`src/rtl/wave_display_reader.sv`:
```
// wave_display_reader: read side of the double-buffered waveform RAM.
// Fetches 256 8-bit samples across a 512x256 pixel window and draws a
// connected trace; reports idle outside the window rows so the capture side
// can flip buffers without tearing. Fixed two-cycle pixel latency.
module wave_display_reader #(
    parameter int X_START = 64,
    parameter int Y_START = 112
) (
    input  logic        clk,
    input  logic        reset,
    input  logic [10:0] x,
    input  logic [9:0]  y,
    input  logic        valid,
    input  logic        read_index,
    output logic [8:0]  read_address,
    input  logic [7:0]  read_value,
    output logic        wave_display_idle,
    output logic        pixel_valid,
    output logic        pixel_on
);

    localparam logic [10:0] XS = 11'(X_START);
    localparam logic [10:0] XE = 11'(X_START + 512);
    localparam logic [9:0]  YS = 10'(Y_START);
    localparam logic [9:0]  YE = 10'(Y_START + 256);

    typedef enum logic {
        S_IDLE,
        S_DRAWING
    } state_t;

    state_t      r_state;
    state_t      w_next;
    logic        r_rd_half;

    logic        w_in_cols;
    logic        w_in_rows;
    logic        w_in_win;
    logic [7:0]  w_idx;

    logic        r_in_win1;
    logic        r_valid1;
    logic [9:0]  r_y1;
    logic [7:0]  r_idx1;
    logic        r_odd1;
    logic [7:0]  r_prev;

    logic [7:0]  w_cur;
    logic [7:0]  w_prev;
    logic [7:0]  w_lo;
    logic [7:0]  w_hi;
    logic [7:0]  w_row;

    // Window test and RAM address for the current raster position.
    always_comb begin
        w_in_cols    = (x >= XS) && (x < XE);
        w_in_rows    = (y >= YS) && (y < YE);
        w_in_win     = valid && w_in_cols && w_in_rows;
        w_idx        = w_in_cols ? 8'((x - XS) >> 1) : '0;
        read_address = {r_rd_half, w_idx};
    end

    // Next-state logic: enter on the first visible in-row pixel, leave below the window or above it.
    always_comb begin
        w_next = r_state;
        case (r_state)
            S_IDLE: begin
                if (valid && w_in_rows)
                    w_next = S_DRAWING;
            end
            S_DRAWING: begin
                if ((valid && (y >= YE)) || (y < YS))
                    w_next = S_IDLE;
            end
            default: w_next = S_IDLE;
        endcase
    end

    // State register; the buffer half is latched only when a frame starts drawing.
    always_ff @(posedge clk or negedge reset) begin
        if (!reset) begin
            r_state           <= S_IDLE;
            r_rd_half         <= 1'b0;
            wave_display_idle <= 1'b1;
        end else begin
            r_state           <= w_next;
            if ((r_state == S_IDLE) && (w_next == S_DRAWING))
                r_rd_half <= read_index;
            wave_display_idle <= (w_next == S_IDLE);
        end
    end

    // Stage 1: align pixel context with the RAM data; remember the last sample of each pair.
    always_ff @(posedge clk or negedge reset) begin
        if (!reset) begin
            r_in_win1 <= 1'b0;
            r_valid1  <= 1'b0;
            r_y1      <= '0;
            r_idx1    <= '0;
            r_odd1    <= 1'b0;
            r_prev    <= '0;
        end else begin
            r_in_win1 <= w_in_win;
            r_valid1  <= valid;
            r_y1      <= y;
            r_idx1    <= w_idx;
            r_odd1    <= x[0] ^ XS[0];
            if (r_in_win1 && r_odd1)
                r_prev <= read_value;
        end
    end

    // Segment bounds between previous and current sample, and the row value of this line.
    always_comb begin
        w_cur  = read_value;
        w_prev = (r_idx1 == '0) ? w_cur : r_prev;
        w_lo   = (w_prev < w_cur) ? w_prev : w_cur;
        w_hi   = (w_prev < w_cur) ? w_cur : w_prev;
        w_row  = 8'd255 - 8'(r_y1 - YS);
    end

    // Stage 2: registered pixel outputs.
    always_ff @(posedge clk or negedge reset) begin
        if (!reset) begin
            pixel_on    <= 1'b0;
            pixel_valid <= 1'b0;
        end else begin
            pixel_on    <= r_in_win1 && (w_row >= w_lo) && (w_row <= w_hi);
            pixel_valid <= r_valid1;
        end
    end

endmodule

```
`config.mk`:
```
export PLATFORM = sky130hd
export DESIGN_NAME = wave_display_reader
export DESIGN_NICKNAME = d
export VERILOG_FILES = /design/src/rtl/wave_display_reader.sv
export SDC_FILE = /design/constraint.sdc
export NUM_CORES = 1
export LEC_CHECK = 0
export CORE_UTILIZATION = 45
export DETAILED_ROUTE_END_ITERATION = 6
export PLACE_DENSITY = 0.73
export SYNTH_ARGS = -nofsm -noshare
export SYNTH_HDL_FRONTEND = slang
export SYNTH_SLANG_ARGS = --single-unit
```
`constraint.sdc`:
```
create_clock -name clk -period 11.4 [get_ports clk]
set_clock_uncertainty 0.05 [all_clocks]
set_input_delay 2.28 -clock clk [delete_from_list [all_inputs] [get_ports clk]]
set_output_delay 2.28 -clock clk [all_outputs]
set_load 0.02 [all_outputs]
```
==> results.tsv, run 1 <==
metric	value	unit
result of the run	completed	
Final Hold Viols	0	
detailed route wirelength on metal2	1.77	mm
Core Util, Final	62.1	%
clock tree from TritonCTS	done	
Critical Path Start Type	primary input	
relative slew slack	69.8	%
CP required	9.07	ns
detailed-routing iteration count for the pre-antenna-repair pass	4	
setup-violating endpoint count in the final report	0	
portion of total power attributed to combinational logic	36.5	%
post-layout worst setup margin	4.74	ns
FILL cells	360	
share of final-layout standard cells stronger than drive strength 1	9.57	%
arrival time of the worst setup path	4.33	ns
path class of the lowest-slack min-delay path	reg2reg	
M1 wire length	1.70	mm
total nets after synthesis	240	
max-slew violation count	0	
synthesis-stage register bit count	32	
clock network fraction of design power	25.4	%
routed via count	1442	
worst setup path class	in2out	
critical path peak fanout	4	
antenna violations before repair	0	
core outline area	4120	um^2
Routed met3 length	219	um
dominant synthesized flop cell	dfrtp_1	
highest clock frequency the design can meet	0.150	GHz
maximum number of pins on one net before global-route repair	33	
Area contributors post-synth	dfrtp_1 (39%), ha_1 (16%), mux2i_1 (7.1%)	
Non-Filler Cell Area, Final	2560	um^2
power density of the placed cells	143	nW/um^2
internal power of the cells	0.250	mW
residual overflow from global routing	0	
number of synthesized flops with an enable pin	0	
Crit. End Element	output port	
switching share of total power	31.6	%
power dissipated by switching net loads	0.115	mW
Seq/Total Area, Yosys	40.7	%
total number of nets in the final design	289	
synthesized instance count	181	
RSZ-0062 raised after global routing	false	
Tmin final	6.66	ns
maximum resistive drop on vdd	0.0811	mV
most numerous cell in the Yosys netlist	dfrtp_1	
final total negative setup slack	0	ns
max cap viols	0	
via density per instance	5.15	
Remaining DRCs	0	
count of cell types in the netlist	42	
# rows	23	
leakage power total	1.20	nW
die extent in y	68.2	um
WL final	3.75	mm
most instantiated cells after synthesis	dfrtp_1 (31), ha_1 (26), inv_1 (14), mux2i_1 (14), nand2_1 (13)	
post-detail-place hpwl	2.93	mm
part of the total power dissipated in sequential elements	38.1	%
number of primary I/O pins	45	
highest metal layer with signal wires	met4	
portion of synthesized cell area occupied by the leading cell type	39.3	%
hold_buf cts	0	
post-cts resize count	0	
average instance area after synthesis	10.9	um^2
Layout area overhead	29.6	%
number of clock sinks	32	
mapped cell area	1970	um^2
count of yosys warnings during synthesis	0	
Port Buffers	44	
buffers inserted during post-CTS setup optimization	0	
die area	4650	um^2
Max Root-Sink Buffers	2	
Post-Place Cell Area	2460	um^2
proportion of register bits with asynchronous set or reset after synthesis	100	%
clock latency on the worst-skew pair	0.28	ns
1st-iter DRT viols	84	
gpl congestion	0.854	
number of buffers created by CTS	5	
DIE WIDTH	68.2	um
Initial Utilization	47.9	%
final antenna-violating net count	0	
Clk pin slew, worst setup/hold paths	0.06	ns
actual slew at the worst max-slew pin	0.452	ns
area leader, netlist	dfrtp_1	
post-placement worst setup slack	4.73	ns
maximum level of the CTS H-tree	2	
number of global-route vias before repair	1467	
Avg WL per Cell	13.4	um
root cell of the clock tree	clkbuf_8	
total routing usage reported by global routing	19.5	%
first-pass GRT wire length	6.46	mm
final clock period utilization by the worst path	58.4	%
Antenna Cells	0	
-- final timing paths --
| check | startpoint | endpoint | slack, ns | cells past startpoint |
|---|---|---|---|---|
| setup / recovery | x[4] | read_address[7] | 4.74 | 6 |
| hold / removal | r_valid1$_DFF_PN0_ | pixel_valid$_DFF_PN0_ | 0.30 | 0 |
| setup reg to reg | r_idx1[5]$_DFF_PN0_ | pixel_on$_DFF_PN0_ | 6.88 | 15 |
| hold reg to reg | r_valid1$_DFF_PN0_ | pixel_valid$_DFF_PN0_ | 0.30 | 0 |
| max in group asynchronous | reset | wave_display_idle$_DFF_PN1_ | 8.63 | 2 |
| min in group asynchronous | reset | pixel_on$_DFF_PN0_ | 2.35 | 2 |
-- layout by cell type (no fill, tap or decap), types with 2 or more instances in the layout --
cell type        instances
mux2_2                   4
nor2_4                   2
or4_4                    2
a21oi_1                  9
mux2_1                   6
xnor2_1                  3
inv_1                   14
nor2b_1                  2
dfrtp_1                 31
o21ai_0                 10
nor2_1                   8
ha_1                    26
a21o_1                   3
nand2_1                 13
and2_1                   5
nand4_1                  3
o211ai_1                 2
clkdlybuf4s50_1         44
clkbuf_8                 7
mux2i_1                 14
-- worst max-delay path, stage by stage --
cell	delay, ns
clkdlybuf4s50_1	0.41
nor4_1	0.29
a31oi_1	0.13
or3_1	0.42
nor2_1	0.18
clkdlybuf4s50_1	0.63
-- kinds of logic after synthesis --
family | synth area share [%]
XOR/XNOR | 1.78
AO/OA/AOI/OAI | 10.9
buffers and inverters | 3.81
AND/OR/NAND/NOR | 12.8
adder cells (fa/ha/maj) | 16.5
multiplexers | 13.6
flip-flops | 40.7
-- final cells by class --
class / instances / area [um^2] / area share [%]
clock buffer: 7 / 96.3 / 3.77
timing repair buffer: 45 / 448 / 17.5
sequential: 32 / 802 / 31.4
inverter: 14 / 52.6 / 2.06
multi-input combinational: 132 / 1090 / 42.8
tap: 50 / 62.6 / 2.45
-- metal layers --
metal	up-vias	global-route usage, %
met5	-	0
met4	0	8.07
met3	6	6.17
met2	36	33.0
met1	655	22.5
li1	745	-
-- per-stage QoR --
| step | std cells | power, mW | hold WS, ns |
|---|---|---|---|
| 5_1_grt | 280 | 0.396 | 0.318 |
| 4_1_cts | 280 | 0.371 | 0.306 |
| 2_1_floorplan | 181 | 0.237 | 0.281 |
| 6_report | 280 | 0.366 | 0.305 |
| 3_3_place_gp | 273 | 0.272 | 0.283 |
| 3_5_place_dp | 273 | 0.276 | 0.292 |
-- flip-flops by register name, summed over array words and instances, names as in the netlist --
register / flops
r_idx1: 8
r_prev: 8
r_rd_half: 1
wave_display_idle: 1
pixel_valid: 1
r_valid1: 1
pixel_on: 1
r_y1: 8
r_in_win1: 1
r_state: 1
r_odd1: 1
-- power by group through the flow --
stage | clock (mW) | sequential [mW] | combinational (mW)
after global routing | 0.103 | 0.141 | 0.152
final | 0.0929 | 0.139 | 0.133
after floorplan | 0 | 0.138 | 0.0985
after CTS | 0.0965 | 0.139 | 0.135
after global placement | 0 | 0.141 | 0.131
after detailed placement | 0 | 0.141 | 0.134
Note: power is estimated with default switching activity, not from simulation.
==> run 2: changes to the inputs <==
PLACE_DENSITY = 0.76   (was 0.73)
clock period = 6.05 ns   (was 11.4 ns; I/O delays follow)
==> run 2 against run 1 <==
Routed wire length is 1.5% higher. Final cell count is 0.36% higher. Power is 95% higher. Combinational power is 91% higher. Highest routed layer unchanged.
==> results.tsv, run 2 (synthesis results as in run 1) <==
metric	value	unit
worst setup path class	in2out	
Final Hold Viols	0	
area occupied by multi-input gates	1090	um^2
number of global-route vias before repair	1563	
Initial Utilization	47.9	%
maximum number of pins on one net before global-route repair	33	
commonest non-fill, non-tap cells in the layout	clkdlybuf4s50_1 (44), dfrtp_1 (31), ha_1 (26)	
Tmin final	4.54	ns
antenna violations before repair	0	
critical path peak fanout	4	
number of primary I/O pins	45	
path class of the lowest-slack min-delay path	reg2reg	
Total Power	0.715	mW
first-pass GRT wire length	6.68	mm
commonest non-fill, non-tap cell in the layout	clkdlybuf4s50_1	
Critical Path Start Type	primary input	
arrival time of the worst setup path	3.28	ns
Top Registers	r_idx1 (8), r_prev (8), r_y1 (8)	
depth of the worst hold-timing path	0	
worst r2r dst	pixel_on$_DFF_PN0_	
Remaining DRCs	0	
placed cell count	273	
root cell of the clock tree	clkbuf_8	
Core Util, Final	62.4	%
power density of the placed cells	278	nW/um^2
actual slew at the worst max-slew pin	0.445	ns
count of non-filler cells in the finished layout	281	
Max Root-Sink Buffers	2	
hold endpoint	pixel_valid$_DFF_PN0_	
launch instance of the worst register-to-register path	r_idx1[5]$_DFF_PN0_	
number of clock sinks	32	
# rows	23	
die area	4650	um^2
core outline area	4120	um^2
detailed-routing iteration count for the pre-antenna-repair pass	4	
clock latency on the worst-skew pair	0.28	ns
total routing usage reported by global routing	19.9	%
Antenna Cells	0	
total number of nets in the final design	289	
DIE WIDTH	68.2	um
relative slew slack	70.3	%
buffers inserted during post-CTS setup optimization	0	
max-slew violation count	0	
post-cts resize count	0	
Port Buffers	44	
residual overflow from global routing	0	
via density per instance	5.30	
final clock period utilization by the worst path	75.1	%
post-detail-place hpwl	3.07	mm
Avg WL per Cell	13.6	um
clock tree from TritonCTS	done	
RSZ-0062 raised after global routing	false	
setup-violating endpoint count in the final report	0	
final total negative setup slack	0	ns
WL final	3.81	mm
routed via count	1488	
final antenna-violating net count	0	
Crit. End Element	output port	
number of buffers created by CTS	5	
gpl congestion	0.831	
FILL cells	357	
max cap viols	0	
die extent in y	68.2	um
CP required	4.79	ns
storage element area	802	um^2
1st-iter DRT viols	53	
cells on worst reg2reg path	15	
maximum resistive drop on vdd	0.132	mV
share of final-layout standard cells stronger than drive strength 1	9.52	%
maximum level of the CTS H-tree	2	
leakage power total	1.20	nW
Clk pin slew, worst setup/hold paths	0.07	ns
highest clock frequency the design can meet	0.220	GHz
Worst R2R Setup Slack	1.73	ns
result of the run	completed	
hold_buf cts	0	
Layout area overhead	30.2	%
hold_sp	r_valid1$_DFF_PN0_	
-- run 2: cell types whose count changed in the layout (fill, tap and decap cells not counted) --
cell	delta
clkbuf_1	+1
bufinv_16	+1
clkbuf_8	-2
clkinv_2	+1
-- run 2: worst max path at each step --
stage                        start                  to  cells after the start
5_1_grt                       x[4]     read_address[7]                      6
3_3_place_gp         read_value[1]  pixel_on$_DFF_PN0_                     14
2_1_floorplan  r_idx1[5]$_DFF_PN0_  pixel_on$_DFF_PN0_                     16
6_report                      x[4]     read_address[7]                      6
3_5_place_dp         read_value[3]  pixel_on$_DFF_PN0_                     14
4_1_cts                       x[4]     read_address[7]                      6
-- run 2: power by group --
part | internal [mW] | leakage, nW | total (mW) | switching, mW
clock network | 0.122 | 0.0552 | 0.198 | 0.0758
registers | 0.241 | 0.389 | 0.263 | 0.0223
logic | 0.130 | 0.761 | 0.254 | 0.124
total | 0.493 | 1.20 | 0.715 | 0.222
-- run 2: cell type report --
| cell class | instances | area share (%) |
|---|---|---|
| clock buffers | 6 | 2.83 |
| clock inverters | 2 | 1.36 |
| inverters | 14 | 2.05 |
| multi-input cells | 132 | 42.6 |
| flip-flops and latches | 32 | 31.2 |
| well taps | 50 | 2.44 |
| repair buffers | 45 | 17.4 |
-- run 2: critical path, stage by stage --
cell and delay, ns:
clkdlybuf4s50_1 0.41, nor4_1 0.28, a31oi_1 0.13, or3_1 0.43, nor2_1 0.19, clkdlybuf4s50_1 0.63
-- run 2: stage by stage --
step	setup WS (ns)	hold WS [ns]	cell area, um^2
global route	1.31	0.319	2570
finish	1.51	0.301	2570
global placement	1.44	0.284	2460
CTS	1.50	0.302	2570
detailed placement	1.36	0.287	2460
floorplan	2.02	0.281	1970
-- run 2: routing by layer --
metal	up-vias	part of all wire [%]	GRT usage (%)
met1	680	44	21.8
met5	-	0	0
met2	45	47	33.9
met4	0	2.2	9.64
met3	10	6.4	7.00
li1	753	-	-
==> run 3: changes to the inputs <==
PLACE_DENSITY = 0.73   (was 0.76)
clock period = 4.7 ns   (was 6.05 ns; I/O delays follow)
==> run 3 against run 2 <==
Critical path depth is 9 higher. Power is 23% higher. Routed wire length is 1.2% lower. Global-route usage is 0.22 points lower. Critical path type is now reg2reg. Largest cell class unchanged.
==> results.tsv, run 3 (synthesis results as in run 1) <==
metric	value	unit
crit path max-delay cell type	or4_4	
global-route track usage on met1	21.3	%
hold_buf cts	0	
path class of the lowest-slack min-delay path	reg2reg	
maximum resistive drop on vdd	0.148	mV
residual overflow from global routing	0	
antenna violations before repair	0	
maximum number of pins on one net before global-route repair	33	
Antenna Cells	0	
count of non-filler cells in the finished layout	282	
final antenna-violating net count	0	
critical-path cell list	or4_4 -> nor2_4 -> mux2_2 -> ha_1 -> nor4b_1 -> o211ai_2 -> a21oi_2 -> nor2b_4 -> mux2_4 -> ha_1 -> nor2b_1 -> o21ai_0 -> a221oi_1 -> o21ai_0 -> o211a_1	
commonest non-fill, non-tap cells in the layout	clkdlybuf4s50_1 (44), dfrtp_1 (31), ha_1 (26)	
1st-iter DRT viols	39	
detailed-routing iteration count for the pre-antenna-repair pass	3	
Port Buffers	44	
post-cts resize count	0	
portion of total power attributed to combinational logic	37.4	%
worst setup path class	reg2reg	
final total negative setup slack	0	ns
number of buffers created by CTS	5	
post-layout worst setup margin	0.330	ns
power density of the placed cells	344	nW/um^2
Initial Utilization	47.9	%
die area	4650	um^2
number of clock sinks	32	
setup-violating endpoint count in the final report	0	
via density per instance	5.21	
Avg WL per Cell	13.3	um
power dissipated by switching net loads	0.281	mW
clock network fraction of design power	24.2	%
result of the run	completed	
Layout area overhead	29.7	%
Max Root-Sink Buffers	2	
family with the most delay on the worst path	simple AND/OR/NAND/NOR gates	
routing usage on met2	34.9	%
commonest non-fill, non-tap cell in the layout	clkdlybuf4s50_1	
share of final-layout standard cells stronger than drive strength 1	9.48	%
Final Hold Viols	0	
core outline area	4120	um^2
Post-Place Cell Area	2470	um^2
DIE WIDTH	68.2	um
clock tree from TritonCTS	done	
Non-Filler Cell Area, Final	2560	um^2
total number of nets in the final design	290	
Crit. End Element	flip-flop	
internal power of the cells	0.599	mW
relative slew slack	67.0	%
highest clock frequency the design can meet	0.229	GHz
WL final	3.76	mm
number of global-route vias before repair	1487	
number of primary I/O pins	45	
global routing's busiest layer	met2	
root cell of the clock tree	clkbuf_8	
Remaining DRCs	0	
switching share of total power	32.0	%
first-pass GRT wire length	6.44	mm
worst stage delay on the critical path	0.57	ns
die extent in y	68.2	um
Clk pin slew, worst setup/hold paths	0.06	ns
max-slew violation count	0	
buffers inserted during post-CTS setup optimization	0	
post-detail-place hpwl	3.00	mm
placed cell count	274	
Top Registers	r_idx1 (8), r_prev (8), r_y1 (8)	
part of the total power dissipated in sequential elements	38.4	%
actual slew at the worst max-slew pin	0.483	ns
CP required	4.82	ns
# rows	23	
Tmin final	4.37	ns
gpl congestion	0.784	
critical path peak fanout	9	
FILL cells	354	
post-placement worst setup slack	0.215	ns
final clock period utilization by the worst path	93.0	%
Critical Path Start Type	flip-flop	
RSZ-0062 raised after global routing	false	
global-route track usage on met3	6.50	%
total routing usage reported by global routing	19.7	%
max cap viols	0	
clock latency on the worst-skew pair	0.28	ns
routed via count	1470	
maximum level of the CTS H-tree	2	
buffering stage count on the worst path with inverters included	0	
arrival time of the worst setup path	4.49	ns
leakage power total	1.20	nW
run 3: changes by cell type in the layout (fill, tap and decap cells not counted):
cell	delta
buf_4	+1
bufinv_16	-1
clkbuf_1	+1
clkbuf_8	+1
clkinv_2	-1
run 3: cell type report:
class                           instances  area, um^2  share of cell area [%]
Tap cell                               50        62.6                    2.45
Sequential cell                        32         802                    31.4
Inverter                               14        52.6                    2.05
Multi-Input combinational cell        132        1090                    42.8
Timing Repair Buffer                   46         455                    17.8
Clock buffer                            8        90.1                    3.52
run 3: path summary, 6_finish.rpt:
kind                       slack [ns]  depth (start not counted)                 from                           to
setup / recovery                 0.33                         15  r_idx1[5]$_DFF_PN0_           pixel_on$_DFF_PN0_
hold / removal                   0.30                          0   r_valid1$_DFF_PN0_        pixel_valid$_DFF_PN0_
setup reg to reg                 0.33                         15  r_idx1[5]$_DFF_PN0_           pixel_on$_DFF_PN0_
hold reg to reg                  0.30                          0   r_valid1$_DFF_PN0_        pixel_valid$_DFF_PN0_
max in group asynchronous        3.27                          2                reset  wave_display_idle$_DFF_PN1_
min in group asynchronous        1.01                          2                reset        r_prev[3]$_DFFE_PN0P_
run 3: worst register-to-register path, cell delays in order (launching register included):
cell and delay [ns]:
dfrtp_1 0.36, or4_4 0.57, nor2_4 0.32, mux2_2 0.38, ha_1 0.19, nor4b_1 0.38, o211ai_2 0.14, a21oi_2 0.22
nor2b_4 0.37, mux2_4 0.33, ha_1 0.27, nor2b_1 0.09, o21ai_0 0.09, a221oi_1 0.24, o21ai_0 0.13, o211a_1 0.13
run 3: per-stage QoR:
| stage | total power, mW | utilization (%) | hold slack [ns] |
|---|---|---|---|
| 3_3_place_gp | 0.666 | 60.0 | 0.282 |
| 3_5_place_dp | 0.675 | 60.0 | 0.290 |
| 5_1_grt | 0.950 | 62.1 | 0.315 |
| 6_report | 0.881 | 62.1 | 0.301 |
| 4_1_cts | 0.893 | 62.1 | 0.305 |
| 2_1_floorplan | 0.575 | - | 0.281 |
run 3: power by group through the flow:
stage	combinational [mW]	sequential, mW	clock (mW)
floorplan	0.239	0.336	0
global placement	0.325	0.341	0
detailed placement	0.333	0.342	0
CTS	0.334	0.338	0.221
global route	0.375	0.343	0.233
finish	0.330	0.338	0.213
run 3: routing by layer:
layer | wire length (um) | share of wire, % | vias to the layer above
met1 | 1630 | 43 | 673
li1 | - | - | 754
met5 | 0 | 0 | -
met3 | 227 | 6.0 | 7
met2 | 1840 | 49 | 36
met4 | 65 | 1.7 | 0
